$ cat src/rtl/sync_delay_sched.sv
// Round-robin scheduler feeding NCH producers into one programmable-depth sync delay line.
// Optional build macro SYNC_DELAY_SCHED_CH0_PRIO_EN gives channel 0 absolute priority.
module sync_delay_sched #(
  parameter int NCH       = 4,
  parameter int W         = 32,
  parameter int DMAX      = 8,
  parameter int DEF_DELAY = 2
) (
  input  logic             clk,
  input  logic             GlobalReset,
  input  logic [NCH-1:0]   srdyi,
  input  logic [NCH*W-1:0] sync_i,
  output logic [NCH-1:0]   sready,
  input  logic [3:0]       delay_cfg,
  input  logic             cfg_load,
  output logic [W-1:0]     sync_o,
  output logic             srdyo,
  output logic [2:0]       chan_o,
  output logic             busy,
  output logic             cfg_rej
);

`ifdef SYNC_DELAY_SCHED_CH0_PRIO_EN
  localparam int unsigned FIRST_RR = 1;
`else
  localparam int unsigned FIRST_RR = 0;
`endif

  logic [NCH-1:0]  hold_v, hold_nxt, acc, gnt_oh;
  logic [W-1:0]    hold_w [NCH];
  logic [2:0]      ptr, gnt;
  logic            gnt_v;
  logic [W-1:0]    gnt_w;
  logic [DMAX-1:0] stg_v, stg_v_nxt;
  logic [2:0]      stg_c [DMAX];
  logic [W-1:0]    stg_w [DMAX];
  logic [3:0]      dly, dly_map;
  logic            tap_v;
  logic [2:0]      tap_c;
  logic [W-1:0]    tap_w;
  logic            cfg_ok;

  assign acc      = srdyi & sready;
  assign hold_nxt = (hold_v & ~gnt_oh) | acc;
  assign cfg_ok   = cfg_load && !busy && (srdyi == '0);

  always_comb begin
    int unsigned c;
    c      = 0;
    gnt_v  = 1'b0;
    gnt    = '0;
    gnt_oh = '0;
    for (int unsigned off = 0; off < NCH; off++) begin
      c = 32'(ptr) + off;
      if (c >= NCH) c = c - NCH;
      for (int unsigned ch = FIRST_RR; ch < NCH; ch++) begin
        if (!gnt_v && ch == c && hold_v[ch]) begin
          gnt_v      = 1'b1;
          gnt        = 3'(ch);
          gnt_oh[ch] = 1'b1;
        end
      end
    end
`ifdef SYNC_DELAY_SCHED_CH0_PRIO_EN
    if (hold_v[0]) begin
      gnt_v     = 1'b1;
      gnt       = '0;
      gnt_oh    = '0;
      gnt_oh[0] = 1'b1;
    end
`endif
  end

  always_comb begin
    gnt_w = '0;
    for (int unsigned ch = 0; ch < NCH; ch++)
      if (gnt_oh[ch]) gnt_w = hold_w[ch];
  end

  // Words leaving stage D are consumed, so a later increase of D cannot resurrect them.
  always_comb begin
    stg_v_nxt    = '0;
    stg_v_nxt[0] = gnt_v;
    for (int unsigned k = 1; k < DMAX; k++)
      stg_v_nxt[k] = stg_v[k-1] && (4'(k) < dly);
    tap_v = 1'b0;
    tap_c = stg_c[0];
    tap_w = stg_w[0];
    for (int unsigned k = 0; k < DMAX; k++) begin
      if (4'(k + 1) == dly) begin
        tap_v = stg_v[k];
        tap_c = stg_c[k];
        tap_w = stg_w[k];
      end
    end
  end

  always_comb begin
    if (delay_cfg == 4'd0)              dly_map = 4'd1;
    else if (delay_cfg > 4'(DMAX))      dly_map = 4'(DMAX);
    else                                dly_map = delay_cfg;
  end

  always_ff @(posedge clk) begin
    if (GlobalReset) begin
      hold_v  <= '0;
      sready  <= '1;
      ptr     <= '0;
      stg_v   <= '0;
      dly     <= 4'(DEF_DELAY);
      sync_o  <= '0;
      srdyo   <= 1'b0;
      chan_o  <= '0;
      busy    <= 1'b0;
      cfg_rej <= 1'b0;
    end else begin
      hold_v  <= hold_nxt;
      sready  <= ~hold_nxt;
      stg_v   <= stg_v_nxt;
      busy    <= (|hold_nxt) | (|stg_v_nxt);
      srdyo   <= tap_v;
      cfg_rej <= cfg_load && !cfg_ok;
      if (tap_v) begin
        sync_o <= tap_w;
        chan_o <= tap_c;
      end
      if (cfg_ok) dly <= dly_map;
`ifdef SYNC_DELAY_SCHED_CH0_PRIO_EN
      if (gnt_v && gnt != 3'd0)
`else
      if (gnt_v)
`endif
        ptr <= (gnt == 3'(NCH - 1)) ? '0 : gnt + 3'd1;
    end
  end

  always_ff @(posedge clk) begin
    for (int unsigned ch = 0; ch < NCH; ch++)
      if (acc[ch]) hold_w[ch] <= sync_i[ch*W +: W];
    stg_w[0] <= gnt_w;
    stg_c[0] <= gnt;
    for (int unsigned k = 1; k < DMAX; k++) begin
      stg_w[k] <= stg_w[k-1];
      stg_c[k] <= stg_c[k-1];
    end
  end

endmodule
$ cat config.mk
export PLATFORM = sky130hd
export DESIGN_NAME = sync_delay_sched
export DESIGN_NICKNAME = d
export VERILOG_FILES = /design/src/rtl/sync_delay_sched.sv
export SDC_FILE = /design/constraint.sdc
export NUM_CORES = 1
export LEC_CHECK = 0
export ABC_AREA = 0
export CORE_MARGIN = 1
export CORE_UTILIZATION = 30
export DETAILED_ROUTE_END_ITERATION = 8
export DONT_BUFFER_PORTS = 1
export PLACE_DENSITY = 0.48
export SETUP_SLACK_MARGIN = 0.05
export SLEW_MARGIN = 20
export SYNTH_ARGS = -nofsm -noshare
export SYNTH_HDL_FRONTEND = slang
export SYNTH_SLANG_ARGS = --single-unit
$ cat constraint.sdc
create_clock -name clk -period 5.36 [get_ports clk]
set_input_delay 1.608 -clock clk [delete_from_list [all_inputs] [get_ports clk]]
set_output_delay 1.608 -clock clk [all_outputs]
set_load 0.02 [all_outputs]
# Word-level counts from Yosys, hierarchy flattened
# Memories as Yosys holds them, arrays and structs flattened.
# Cells that the tools add are included.
# op_classes
reduce_logical	66
n_bitwise	6
eq_ne	21
magnitude_cmp	12
addsub	8
muxes	87
# op_table
cell	count
$mux W32	15
$eq A2 B32 Y1 const A	8
$eq A1 B32 Y1 const A	4
$logic_not A32 Y1	4
$mux W3	18
$mux W1	48
$logic_and A1 B1 Y1	41
$logic_not A1 Y1	17
$eq A3 B4 Y1 const A	4
$lt A3 B4 Y1 const A	4
$sub A4 B3 Y5 const B	3
$ge A4 B3 Y1 const B	3
$add A3 B2 Y4 const B	2
$and A4 B4 Y4	2
$eq A2 B4 Y1 const A	2
$logic_not A4 Y1	2
$lt A2 B4 Y1 const A	2
$mux W2	4
$mux W4	2
$not A4 Y4	2
$reduce_or A8 Y1	1
$add A3 B1 Y4 const B	1
$eq A1 B4 Y1 const A	1
$eq A4 B4 Y1 const A	1
other kinds (9)	9
# totals
elab_cells	213
n_memories	3
regBits	61
ram_bits	408
input_bits	139
# memory_table
name	words	word_bits	rd	rd_clocked_by_memory_dff	wr	line_no	source
stg_w	8	32	8	0	8	36	logic [W-1:0] stg_w [DMAX];
hold_w	4	32	4	0	4	30	logic [W-1:0] hold_w [NCH];
stg_c	8	3	8	0	8	35	logic [2:0] stg_c [DMAX];

# Longest topological paths before layout
# logic_depth
ltp_word	70
ltp_mapped	9
mapped_depth_nobuf	8

# Worst setup path after synthesis
# OpenSTA, ideal clock, no wires.
# synth_path
path_kind	input to register
start	in srdyi[0]
end	reg sready[0]
setup_ns	0.114
path_stages	4
setup_slack_ns	2.397
path_buffers	0
t_arrival_ns	2.849
cell_sequence	and2_1 > o21bai_1 > nor2b_1 > inv_1
# synth_between
elab_chain_len	3
# synth_rtl
item	line_no	source
start, declared	11	input logic [NCH-1:0] srdyi,
$and A4 B4 Y4	43	assign acc = srdyi & sready;
$or A4 B4 Y4	44	assign hold_nxt = (hold_v & ~gnt_oh) | acc;
$not A4 Y4	118	sready <= ~hold_nxt;
end signal, assigned	118	
end, declared	13	output logic [NCH-1:0] sready,
# Every way passes these cells.
# A chain may end at the register's enable or synchronous reset.

# Final worst setup path
# layout_path
start	reg dly[1]
end	reg sync_o[0]
# layout_between
elab_chain_len	9
# layout_rtl
item	line_no	source
start, declared	37	logic [3:0] dly, dly_map;
start signal, assigned	110	dly <= 4'(DEF_DELAY);
start signal, assigned	127	if (cfg_ok) dly <= dly_map;
$eq A1 B4 Y1	90	if (4'(k + 1) == dly) begin
$mux W1 (8 in a row)	90	
end signal, assigned	124	sync_o <= tap_w;
end, declared	16	output logic [W-1:0] sync_o,
# Several ways; a longest one is shown, not always the timed one.

==> flow_summary.ini <==
[clock_tree]
cts_buffers = 46
numClockSinks = 459
clock_tree.root_cell = clkbuf_16
tritoncts = done
cts-htree-levels = 2
clock_latency_ns = 0.55
postCtsSetupBuffers = 0
clk_path_buf_depth = 3
cts_resized = 0
hold_buffers = 0
cts.clk_slew.worst_paths_ns = 0.06

[logic_synthesis]
ys_seq_area_share_pct = 70.22
synth_simple_gate_area_share_pct = 9.583
synth_seq_cells = 459
netlist_area_um2 = 14910
synth_top_family_by_area = compound AO/OA/AOI/OAI gates
synthMuxAreaShare_pct = 0.4028
synth_nets = 1452
synthAdderAreaFrac_pct = 0.08391
syn_inst = 1312
syn_avg_cell_area_um2 = 11.36
synth-xor-area-share_pct = 0
synth_compound_area_share_pct = 15.82
yosysWarnings = 0
ys_types = 46

[global_route]
grt_max_degree = 82
antenna_found_initial = 0
grt-ovfl-total = 0
grt_pass1_wl_um = 54170
grt_pass1_vias = 8987
track_usage_pct = 13.83

[die]
core_um2 = 48950
die_area_um2 = 50600
die_w_um = 224.9
rows = 81
io_pins = 181
die_h_um = 224.9
start_util_pct = 30.46

[detailed_routing]
dr.pass1.iters = 5
antenna_left = 0
routed_wl_um = 35060
drt_iter0_drc = 686
wl_per_cell_um = 17.64
drcViolationCount = 0
via_per_inst = 4.638
num_vias = 9215

[sta]
setup_viol = 0
period_share_pct = 58.88
drv_slew = 0
period_needed_ns = 3.156
worst_slew_pin_slew_ns = 1.064
relSlewSlack_pct = 28.73
hold_viol_final = 0
grt_setup_unrepaired = no
max_freq_mhz = 316.9
fin_ws_ns = 2.204
fin_setup_tns_ns = 0
clock_skew_ns = 0.01466

[place]
hpwl_um = 23310
port_buffers = 0
place_ws_ns = 2.121
gp_congestion = 0.7747

[worst_setup_path]
endpoint_kind = flip-flop
crit_fanout = 46
crit_slowest_cell = dfxtp_2
arrival_ns = 3.54
crit_family = buffers and inverters
crit_buf_inv = 2
cp-start-kind = flip-flop
max_stage_delay_ns = 0.84
worstSetupPathType = flip-flop to flip-flop
critPathRequiredTime_ns = 5.74
worst_path_most_repeated_cell = buf_4
path_cells = buf_4 > or2_1 > buf_4 > or3b_1 > o311a_2 > a31oi_1

[outcome]
outcome = finished, final reports clean

[pwr]
leakage_nw = 6.229
powerDensity_nw_per_um2 = 465.8
peakVddDrop_mv = 0.2550

[cells_and_area]
diodes = 0
design.final.nets = 1426
area_delta_synth_final_pct = 13.27
final_util_pct = 34.50
drive_gt1_share_pct = 7.483

[job]
cap_viol_max_count = 0

[worst_hold_path]
hold_class = flip-flop to flip-flop
-- Yosys cell counts, drive strengths merged --
| cell | count | area (µm²) |
|---|---|---|
| or2 | 2 | 12.51 |
| inv | 45 | 168.9 |
| o311a | 1 | 11.26 |
| and3b | 2 | 17.52 |
| edfxtp | 128 | 3844 |
| nor2b | 38 | 237.7 |
| nor3b | 6 | 45.04 |
| nand3b | 1 | 7.510 |
| o221ai | 2 | 17.52 |
| and2 | 5 | 31.28 |
| or3b | 1 | 8.760 |
| nor3 | 2 | 10.01 |
| dfxtp | 331 | 6626 |
| a41oi | 1 | 8.760 |
| a2111oi | 1 | 8.760 |
| o22a | 1 | 8.760 |
| a211o | 1 | 8.760 |
| nand2 | 104 | 390.4 |
| o211ai | 2 | 28.78 |
| nand2b | 2 | 12.51 |
| nor4b | 1 | 15.01 |
| mux2i | 6 | 60.06 |
| nand3 | 3 | 15.01 |
| nor2 | 156 | 585.6 |
| nor4 | 4 | 40.04 |
| o21bai | 2 | 18.77 |
| a21o | 2 | 15.01 |
| o21ai | 174 | 874.6 |
| a31oi | 34 | 212.7 |
| buf | 28 | 186.4 |
| conb | 1 | 3.750 |
| a21oi | 22 | 110.1 |
| o2111ai | 4 | 35.03 |
| a22oi | 99 | 743.2 |
| ha | 1 | 12.51 |
| clkbuf | 59 | 221.5 |
| o22ai | 40 | 256.5 |
-- per-stage QoR --
| step | instances | area, µm² | power [mW] | hold WS [ns] |
|---|---|---|---|---|
| floorplan | 1312 | 14910 | 4.688 | 0.3235 |
| CTS | 1987 | 16890 | 7.967 | 0.3409 |
| finish | 1987 | 16890 | 7.867 | 0.3386 |
| global placement | 1902 | 15450 | 4.900 | 0.3273 |
| global route | 1987 | 16890 | 8.221 | 0.3503 |
| detailed placement | 1902 | 15450 | 4.917 | 0.3299 |
-- cells by family (layout without fill, tap and decap cells) --
| family | Yosys count | count (layout) |
|---|---|---|
| buf+inv | 132 | 143 |
| compound gates | 386 | 386 |
| flops | 459 | 459 |
| simple gates | 327 | 327 |
| other cells | 1 | 1 |
| fa+ha+maj | 1 | 1 |
| mux | 6 | 6 |
-- cell type report --
class                           count  area [µm²]
Clock buffer                       68        1325
Clock inverter                     17       111.4
Fill cell                        4824       32060
Inverter                           45       168.9
Multi-Input combinational cell    721        3881
Sequential cell                   459       10480
Tap cell                          664       830.8
Timing Repair Buffer               13       97.59
-- per-layer routing --
layer	up-vias	track usage, %	share of wire [%]
met5	-	0	0
met4	0	4.806	2.8
met3	54	4.772	7.9
met2	265	19.83	42
met1	4316	19.21	48
li1	4580	-	-
-- power by group --
group | internal, mW | switching [mW] | leakage [nW]
clock network | 1.76 | 1.27 | 0.706
registers | 4.08 | 0.288 | 3.99
logic | 0.180 | 0.293 | 1.54
-- registers in the layout, summed over array words and instances, names as in the netlist --
name and flops:
stg_c 16, stg_w 256, dly 4, stg_v 8, cfg_rej 1, srdyo 1
hold_w 128, hold_v 4, chan_o 2, sync_o 32, busy 1, ptr 2
sready 4
-- path summary, 6_finish.rpt --
| check | to | slack (ns) | start | cells past startpoint |
|---|---|---|---|---|
| max reg2reg | sync_o[0] | 2.20 | dly[1] | 6 |
| min reg2reg | stg_w[1][77] | 0.34 | stg_w[1][45] | 0 |
| max | sync_o[0] | 2.20 | dly[1] | 6 |
| min | stg_w[1][77] | 0.34 | stg_w[1][45] | 0 |
-- cells in the final DEF (no fill, tap or decap), types with 14 or more instances in the layout --
cell and n:
nor2_1 152, a31oi_1 34, dfxtp_1 329, nand2_1 103, a22oi_1 99, inv_1 45
o22ai_1 39, clkbuf_16 47, edfxtp_1 128, clkbuf_1 14, o21ai_0 146, o21ai_1 27
nor2b_1 38, a21oi_1 22
No activity file was read; power rests on OpenSTA's default activity.
